File: src/rtl/serial_adder.sv
// serial_adder: bit-serial adder/subtractor with valid/ready handshakes.
// Adds STEP bits per clock, LSB first, over WIDTH/STEP RUN cycles. The carry
// is kept in a flop between steps. Results stay on sum/cout/ovf until the
// next operation is accepted.
module serial_adder #(
  parameter int WIDTH = 8,
  parameter int STEP  = 1
) (
  input  logic             clk,
  input  logic             rst_n,
  input  logic             in_valid,
  output logic             in_ready,
  input  logic [WIDTH-1:0] a,
  input  logic [WIDTH-1:0] b,
  input  logic             cin,
  input  logic             sub,
  output logic             out_valid,
  input  logic             out_ready,
  output logic [WIDTH-1:0] sum,
  output logic             cout,
  output logic             ovf
);

  localparam int N  = WIDTH / STEP;
  localparam int CW = $clog2(N + 1);
  localparam logic [CW-1:0] LAST_STEP = CW'(N - 1);

  if (WIDTH < 1 || STEP < 1 || (WIDTH % STEP) != 0) begin : g_param_check
    $error("serial_adder: WIDTH must be >= 1 and an exact multiple of STEP >= 1");
  end

  typedef enum logic [1:0] {
    IDLE = 2'd0,
    RUN  = 2'd1,
    DONE = 2'd2
  } state_e;

  // One full-adder bit: returns {carry_out, sum_bit}.
  function automatic logic [1:0] full_add(input logic x, input logic y, input logic c);
    full_add = {(x & y) | (x & c) | (y & c), x ^ y ^ c};
  endfunction

  state_e           state_q, state_d;
  logic [WIDTH-1:0] a_q, a_d;
  logic [WIDTH-1:0] b_q, b_d;
  logic             carry_q, carry_d;
  logic [CW-1:0]    cnt_q, cnt_d;
  logic [WIDTH-1:0] sum_q, sum_d;
  logic             cout_q, cout_d;
  logic             ovf_q, ovf_d;
  logic             in_ready_q, in_ready_d;
  logic             out_valid_q, out_valid_d;

  logic [STEP:0]    chain_s;
  logic [STEP-1:0]  slice_s;

  // Ripple carry through the STEP low bits of the operand shift registers.
  always_comb begin
    chain_s    = '0;
    slice_s    = '0;
    chain_s[0] = carry_q;
    for (int i = 0; i < STEP; i++) begin
      {chain_s[i+1], slice_s[i]} = full_add(a_q[i], b_q[i], chain_s[i]);
    end
  end

  // Next-state logic: accept in IDLE, one slice per RUN cycle, hold in DONE.
  always_comb begin
    state_d = state_q;
    a_d     = a_q;
    b_d     = b_q;
    carry_d = carry_q;
    cnt_d   = cnt_q;
    sum_d   = sum_q;
    cout_d  = cout_q;
    ovf_d   = ovf_q;
    case (state_q)
      IDLE: begin
        if (in_valid) begin
          state_d = RUN;
          a_d     = a;
          b_d     = sub ? ~b : b;
          carry_d = cin ^ sub;
          cnt_d   = '0;
        end else begin
          state_d = IDLE;
        end
      end
      RUN: begin
        a_d     = a_q >> STEP;
        b_d     = b_q >> STEP;
        carry_d = chain_s[STEP];
        // New result bits enter at the top; after N steps sum_q is aligned.
        sum_d   = WIDTH'({slice_s, sum_q} >> STEP);
        cnt_d   = cnt_q + CW'(1);
        if (cnt_q == LAST_STEP) begin
          state_d = DONE;
          cout_d  = chain_s[STEP];
          ovf_d   = chain_s[STEP] ^ chain_s[STEP-1];
        end else begin
          state_d = RUN;
        end
      end
      DONE: begin
        if (out_ready) begin
          state_d = IDLE;
        end else begin
          state_d = DONE;
        end
      end
      default: begin
        state_d = IDLE;
      end
    endcase
    in_ready_d  = (state_d == IDLE);
    out_valid_d = (state_d == DONE);
  end

  // State and datapath registers with synchronous active-low reset.
  always_ff @(posedge clk) begin
    if (!rst_n) begin
      state_q     <= IDLE;
      a_q         <= '0;
      b_q         <= '0;
      carry_q     <= 1'b0;
      cnt_q       <= '0;
      sum_q       <= '0;
      cout_q      <= 1'b0;
      ovf_q       <= 1'b0;
      in_ready_q  <= 1'b1;
      out_valid_q <= 1'b0;
    end else begin
      state_q     <= state_d;
      a_q         <= a_d;
      b_q         <= b_d;
      carry_q     <= carry_d;
      cnt_q       <= cnt_d;
      sum_q       <= sum_d;
      cout_q      <= cout_d;
      ovf_q       <= ovf_d;
      in_ready_q  <= in_ready_d;
      out_valid_q <= out_valid_d;
    end
  end

  assign in_ready  = in_ready_q;
  assign out_valid = out_valid_q;
  assign sum       = sum_q;
  assign cout      = cout_q;
  assign ovf       = ovf_q;

endmodule

File: config.mk
export PLATFORM = sky130hd
export DESIGN_NAME = serial_adder
export DESIGN_NICKNAME = d
export VERILOG_FILES = /design/src/rtl/serial_adder.sv
export SDC_FILE = /design/constraint.sdc
export NUM_CORES = 1
export LEC_CHECK = 0
export ABC_AREA = 1
export CORE_UTILIZATION = 50
export CTS_CLUSTER_SIZE = 12
export DETAILED_ROUTE_END_ITERATION = 8
export DONT_BUFFER_PORTS = 1
export GPL_TIMING_DRIVEN = 1
export PLACE_DENSITY_LB_ADDON = 0.15
export SETUP_SLACK_MARGIN = 0.02
export SLEW_MARGIN = 20
export SYNTH_ARGS = -nofsm -noshare
export SYNTH_HDL_FRONTEND = slang
export SYNTH_SLANG_ARGS = --single-unit
File: constraint.sdc
create_clock -name clk -period 1.3 [get_ports clk]
set_input_delay 0.39 -clock clk [delete_from_list [all_inputs] [get_ports clk]]
set_output_delay 0.39 -clock clk [all_outputs]
set_load 0.02 [all_outputs]
Word level (Yosys, flattened, before mapping)

Cells that the tools add are included.

Bits of input ports: 22
Register bits after elaboration: 35
Logic and storage cells: 44

Add/sub/neg operators: 1
Mux-type cells: 13
Bitwise gates (word level): 10
Reduce and logical (&&, ||, !) cells: 5
Equal/unequal tests: 5

Operators with widths:

| cell                                                | count |
|---|---|
| case mux 8 bit (2 select lines)                     | 2 |
| 2-to-1 mux 8 bit                                    | 3 |
| inverter 8 bit                                      | 1 |
| case mux 4 bit (2 select lines)                     | 1 |
| case mux 2 bit (3 select lines)                     | 1 |
| adder 4 x 1 -> 4 bit, second input constant         | 1 |
| equality test 2 bit, second input constant          | 2 |
| equality test 4 x 3 -> 1 bit, second input constant | 1 |
| zero test 2 bit                                     | 2 |
| 2-to-1 mux 2 bit                                    | 2 |
| 2-to-1 mux 4 bit                                    | 1 |
| AND reduction 2 bit                                 | 2 |
| XOR 1 bit                                           | 4 |
| bitwise AND 1 bit                                   | 3 |
| equality test 2 x 1 -> 1 bit, second input constant | 1 |
| 2-to-1 mux 1 bit                                    | 2 |
| inequality test 2 bit, second input constant        | 1 |
| bitwise OR 1 bit                                    | 2 |
| case mux 1 bit (2 select lines)                     | 1 |
| nonzero test 2 bit                                  | 1 |

Longest topological paths before layout

Gate-level depths: netlist (run 1).

Depth after elaboration: 4
Depth in mapped cells: 8
Depth with buffers taken out: 7

Worst setup path after synthesis (run 1)

OpenSTA, ideal clock, no wires.

Path kind: register -> register
Start point: register a_q[0]
End point: register ovf_q, in the netlist ovf
Period minus slack after synthesis: 1182 ps
Library setup time: 113 ps
Arrival: 1069 ps
Path slack: 118 ps
Cell stages (with the launch flop): 6
Path buffers: 0
Cell sequence: dfxtp_1 > fa_1 > xnor2_1 > nand2_1 > nand2_1 > nor2_1

Cells in the longest elaborated chain, start to end: 4
Elaborated cells on any way between the ends: 5

Ends and longest elaborated chain:

| element                           | RTL line | RTL |
|---|---|---|
| start, declared                   | 44       | `logic [WIDTH-1:0] a_q, a_d;` |
| start signal, assigned            | 123      | `a_q <= '0;` |
| start signal, assigned            | 134      | `a_q <= a_d;` |
| bitwise AND 1 bit                 | 40       | `full_add = {(x & y) \| (x & c) \| (y & c), x ^ y ^ c};` |
| bitwise OR 1 bit (*) (2 in a row) | 40       |  |
| named net chain_s[1]              | 54       | `logic [STEP:0] chain_s;` |
| XOR 1 bit (*)                     | 99       | `ovf_d = chain_s[STEP] ^ chain_s[STEP-1];` |
| end signal, assigned              | 140      | `ovf_q <= ovf_d;` |
| end, declared                     | 50       | `logic ovf_q, ovf_d;` |

Mark *: on every way through the listed nets, which the timed path passes. The rest lies on a longest branch.
A chain may end at the register's enable or synchronous reset.

Final worst setup path (run 1)

Start point: register ovf_q, in the netlist ovf
End point: output ovf

RTL lines:

| element       | RTL line | RTL |
|---|---|---|
| end, declared | 21       | `output logic ovf` |

No word-level cell between the ends.

==> results.json, run 1 <==
{
  "rows": 20,
  "port_buffers": 0,
  "outcome": "complete, no violations",
  "clkLatencyLatePin_ns": 0.34,
  "grt_max_degree": 29,
  "drc_errors": 0,
  "num_vias": 1406,
  "grt_pass1_vias": 1244,
  "fin_util_pct": 57.2,
  "die_h_um": 60.0,
  "first_pass_iters": 4,
  "finalCritPeriodShare_pct": 92.7,
  "start_util_pct": 53.8,
  "yosys_warnings": 0,
  "maxCapViolCount": 0,
  "core_area_um2": 3130,
  "ys_seq_elements": 35,
  "cts_hold_buffers": 0,
  "worst_slack_ns": 0.0954,
  "track_usage_pct": 19.7,
  "fp.dieW_um": 60.0,
  "critical_path_arrival_ns": 0.81,
  "tightestPinTransition_ns": 0.265,
  "end_kind": "output pin",
  "area_growth_pct": 6.25,
  "postSynthCellCount": 256,
  "p_total_mw": 2.13,
  "relSlewSlack_pct": 82.3,
  "setup_tns_ns": 0,
  "htreeDepth": 2,
  "ff2ff_setup_slack_ns": 0.12,
  "grt_overflow": 0,
  "wl_um": 3090,
  "p_per_area_nw_per_um2": 1190,
  "antenna_found_initial": 0,
  "fmax_mhz": 830,
  "syn_area_um2": 1680,
  "antenna_cells": 0,
  "synth.avg_cell_area_um2": 6.57,
  "routabilityCongestion": 0.735,
  "drv_slew": 0,
  "stdcell_area_um2": 1790,
  "dpl.hpwl_um": 2120,
  "worst_setup_path_start_kind": "register",
  "cts_resized": 0,
  "clkTransAtPathRegs_ns": 0.11,
  "setup_viol": 0,
  "fin_crit_ns": 1.20,
  "rsz0062_at_grt": "yes",
  "criticalPathCategory": "reg -> out",
  "drt_iter0_drc": 94,
  "power.leakage_nw": 0.892,
  "skew_ns": 0.0154,
  "cts_buffer_depth": 2,
  "postRouteAntennaNets": 0,
  "routedWlPerCell_um": 10.2,
  "dp_slack_ns": 0.0779,
  "dieArea_um2": 3600,
  "worstPathRequired_ns": 0.91,
  "cts.sink_count": 35,
  "drive_gt1_share_pct": 9.30,
  "boundaryPins": 34,
  "hold_class": "in -> reg",
  "cp_max_fo": 2,
  "cts_root_buffer": "clkbuf_4",
  "cts_tree": "yes",
  "cts_buffers": 5,
  "syn-num-nets": 280,
  "irDropWorstVdd_mv": 0.653,
  "grt_pass1_wl_um": 5300,
  "placed_area_um2": 1720,
  "postCtsSetupBuffers": 0,
  "ys_seq_area_share_pct": 41.6,
  "nets": 282,
  "vias_per_cell": 4.66,
  "finalHoldViolations": 0,
  "ys_types": 25
}
[routing by layer]
metal  up-vias  routed length (um)  global-route usage, %
met2        32                1390                   30.2
met1       596                1470                   25.8
met4         0                  42                   6.31
li1        774                   -                      -
met5         -                   0                      0
met3         4                 179                   7.14
[path summary, 6_finish.rpt]
path / startpoint / endpoint / cells past startpoint
min reg2reg: a_q[7] / a_q[7] / 2
min: rst_n / in_ready / 1
max: ovf / ovf / 0
max reg2reg: carry_q / sum[7] / 3
[synthesized netlist by cell type]
library cell,instances,area (um^2)
xor2_1,1,8.76
inv_4,1,6.26
dfxtp_1,35,701
inv_1,27,101
xnor2_1,1,8.76
or2_2,1,6.26
buf_2,3,15.0
nand2_2,1,6.26
nand2_1,95,357
nand3_1,12,60.1
nor3_1,1,5.00
o21ai_0,8,40.0
ha_1,1,12.5
a21oi_1,6,30.0
clkbuf_1,1,3.75
o21ai_4,1,16.3
o21ai_1,6,30.0
clkbuf_2,2,10.0
nand4_1,1,6.26
a21oi_2,1,8.76
nor2_1,43,161
o21ai_2,1,8.76
clkinv_1,1,3.75
fa_1,1,20.0
buf_6,5,56.3
[power by group]
| part | total [mW] | switching [mW] | leakage (nW) | internal (mW) |
|---|---|---|---|---|
| clock | 0.603 | 0.353 | 0.0341 | 0.251 |
| sequential | 1.22 | 0.0724 | 0.289 | 1.14 |
| combinational | 0.306 | 0.178 | 0.570 | 0.127 |
| total | 2.13 | 0.603 | 0.892 | 1.52 |
[state kept, by name (all words and copies together), names as in the netlist]
register / count
b_q: 8
a_q: 8
state_q: 2
in_ready: 1
cout: 1
cnt_q: 4
out_valid: 1
sum: 8
ovf: 1
carry_q: 1
[logic make-up (layout without fill, tap and decap cells)]
family | Yosys count | count (layout) | share of synthesized area, %
AOI/OAI and AO/OA | 23 | 23 | 7.96
xor gates and xnor gates | 2 | 2 | 1.04
adders and majority gates | 2 | 2 | 1.93
buffers and inverters | 40 | 42 | 11.7
and+or+nand+nor | 154 | 154 | 35.8
DFF | 35 | 35 | 41.6
[cell type report]
cell class | count | area, um^2
Fill cell | 342 | 1340
Tap cell | 44 | 55.1
Clock inverter | 1 | 5.00
Clock buffer | 6 | 51.3
Timing Repair Buffer | 6 | 70.1
Multi-Input combinational cell | 181 | 791
Sequential cell | 35 | 704
Inverter | 29 | 111
[metrics by stage]
step | hold WS (ns) | std cells
after CTS | 0.109 | 302
final | 0.119 | 302
after detailed placement | 0.460 | 295
after floorplan | 0.443 | 256
after global routing | 0.104 | 302
after global placement | 0.457 | 295
[cell usage in the layout (no fill, tap or decap)]
cell / synthesis / routed
a21oi_1: 6 / 6
a21oi_2: 1 / 1
buf_12: 0 / 2
buf_4: 0 / 4
clkbuf_4: 0 / 5
clkbuf_8: 0 / 1
clkinv_1: 1 / 1
clkinv_2: 0 / 1
dfxtp_1: 35 / 32
dfxtp_2: 0 / 3
fa_2: 0 / 1
ha_1: 1 / 1
inv_1: 27 / 27
inv_4: 1 / 1
nand2_1: 95 / 95
nand2_2: 1 / 1
nand3_1: 12 / 12
nand4_1: 1 / 1
nor2_1: 43 / 42
nor2_2: 0 / 1
nor3_1: 1 / 1
o21ai_0: 8 / 8
o21ai_1: 6 / 6
o21ai_2: 1 / 1
o21ai_4: 1 / 1
or2_2: 1 / 1
xnor2_1: 1 / 1
xor2_1: 1 / 1
Note: power is estimated with default switching activity, not from simulation.
==> run 2: changes to the inputs <==
--- a/config.mk
+++ b/config.mk
@@ -7,6 +7,7 @@
 export LEC_CHECK = 0
 export ABC_AREA = 1
 export CORE_UTILIZATION = 50
+export CTS_BUF_LIST = sky130_fd_sc_hd__clkbuf_4 sky130_fd_sc_hd__clkbuf_8
 export CTS_CLUSTER_SIZE = 12
 export DETAILED_ROUTE_END_ITERATION = 8
 export DONT_BUFFER_PORTS = 1
==> results of run 2 <==
Final layout, timing and power as in run 1 (identical DEF).
==> RTL edit: new RTL, flow settings as in run 2 <==
Set the parameter `WIDTH` to 16 (it was 8).
--- a/src/rtl/serial_adder.sv
+++ b/src/rtl/serial_adder.sv
@@ -5,3 +5,3 @@
 module serial_adder #(
-  parameter int WIDTH = 8,
+  parameter int WIDTH = 16,
   parameter int STEP  = 1
Ports: changed (resized a, b and sum); port bits go from 34 to 58. The function was not compared with the original's and may differ.
==> RTL edit against run 2 <==
- final area grew 78%
- total power grew 95%
- setup slack lost 0.058 ns
- area after synthesis grew 70%
- clock skew down 0.012 ns
- sequential power increased by 74%
- sequential cell count is 25 higher
- combinational power increased by 78%
- wire length up 86%
- critical endpoint is now cnt_q[4]
- largest cell class unchanged
- highest routed layer unchanged
==> RTL edit: results (changes against run 2) <==
Run status
  • Status: finished, final reports clean (unchanged)

Synth
  • Post-synthesis cell count: 443 (was 256)
  • Synth top area cells: dfxtp_1 (42%), nand2_1 (22%), nor2_1 (8.7%), o21ai_0 (5.9%), inv_1 (5.5%) (was dfxtp_1 (42%), nand2_1 (21%), nor2_1 (9.6%), inv_1 (6.0%), nand3_1 (3.6%))
  • Sequential area share after synthesis: 42.0% (was 41.6%)
  • Distinct cell type count after synthesis: 26 (was 25)
  • Adder-cell share of the synthesized area: 1.57% (was 1.93%)
  • Top post-synthesis cells by count: nand2_1 (171), nor2_1 (66), dfxtp_1 (60), inv_1 (42), o21ai_0 (34) (was nand2_1 (95), nor2_1 (43), dfxtp_1 (35), inv_1 (27), nand3_1 (12))
  • Post-Synth XOR/XNOR Area: 0.612% (was 1.04%)

Route
  • Wirelength per Cell: 11.1 µm (was 10.2 µm)
  • Vias: 2517 (was 1406)
  • Via density per instance: 4.83 (was 4.66)

Worst hold path
  • Worst Hold Depth: 2 (was 1)
  • Hold Path End: b_q[7] (was in_ready)

Critical path
  • WP data arrival: 1.53 ns (was 0.81 ns)
  • Worst R2R Setup Slack: 0.04 ns (was 0.12 ns)
  • R2R cell count: 6 (was 3)
  • FF-to-FF End: cnt_q[4] (was sum[7])

Finish
  • Layout cell share with drive strength beyond 1: 10.2% (was 9.30%)
  • Nets: 486 (was 282)

GRT
  • GR Util met1: 24.8% (was 25.8%)
  • Grt met3 use: 7.06% (was 7.14%)
  • First-pass GRT wire length: 10200 µm (was 5300 µm)
  • Largest net degree at the start of global routing: 53 (was 29)
  • GR Util met2: 35.0% (was 30.2%)
  • Vias in the first global route: 2435 (was 1244)
  • Gr usage total: 21.3% (was 19.7%)

STA
  • Hold WS: 0.169 ns (was 0.119 ns)

Clock tree
  • # resized after CTS: 2 (was 0)
  • H-tree lvl count: 3 (was 2)

Place
  • DP HPWL: 3810 µm (was 2120 µm)

Power and ir drop
  • Pleak: 1.61 nW (was 0.892 nW)
  • Worst vdd rail ir drop: 738 µV (was 653 µV)
==> RTL edit: cell type report <==
class	count	area, µm²
flip-flops and latches	60	1200
fillers	555	2330
repair buffers	14	143
inverters	45	176
well taps	72	90.1
multi-input cells	315	1390
clock inverters	2	10.0
clock buffers	13	166
==> RTL edit: power breakdown <==
group          total [mW]  internal (mW)  switching, mW  leakage (nW)
Clock                1.49          0.822          0.664        0.0961
Sequential           2.12           1.98          0.142         0.495
Combinational       0.546          0.228          0.318          1.01
==> RTL edit: worst max-delay path by stage <==
stage,to,depth (start not counted),startpoint,slack [ns]
floorplan,cnt_q[4],6,cnt_q[1],0.01
global placement,cnt_q[4],6,cnt_q[1],0.02
detailed placement,cnt_q[4],6,cnt_q[1],-0.01
CTS,cnt_q[4],6,cnt_q[1],0.03
global route,cout,8,cnt_q[1],-0.07
finish,cnt_q[4],6,cnt_q[1],0.04
==> RTL edit: metrics by stage <==
stage	instance area [µm²]	utilization, %	worst slack [ns]	power [mW]
2_1_floorplan	2880	-	0.0149	2.60
3_3_place_gp	2970	54.0	0.0207	2.69
3_5_place_dp	2970	54.0	-0.0116	2.70
4_1_cts	3150	57.3	0.0290	4.20
5_1_grt	3180	57.8	-0.0661	4.40
6_report	3180	57.8	0.0377	4.15
==> RTL edit: metal layers <==
layer / vias to the layer above / routed length, µm
li1: 1346 / -
met5: - / 0
met3: 13 / 358
met2: 50 / 2440
met1: 1108 / 2850
met4: 0 / 106
==> RTL edit: logic make-up (layout without fill, tap and decap cells) <==
group                      count (synthesis)  count (layout)
xor gates and xnor gates                   2               2
and+or+nand+nor                          262             262
DFF                                       60              60
adders and majority gates                  3               3
buffers and inverters                     68              74
AOI/OAI and AO/OA                         48              48
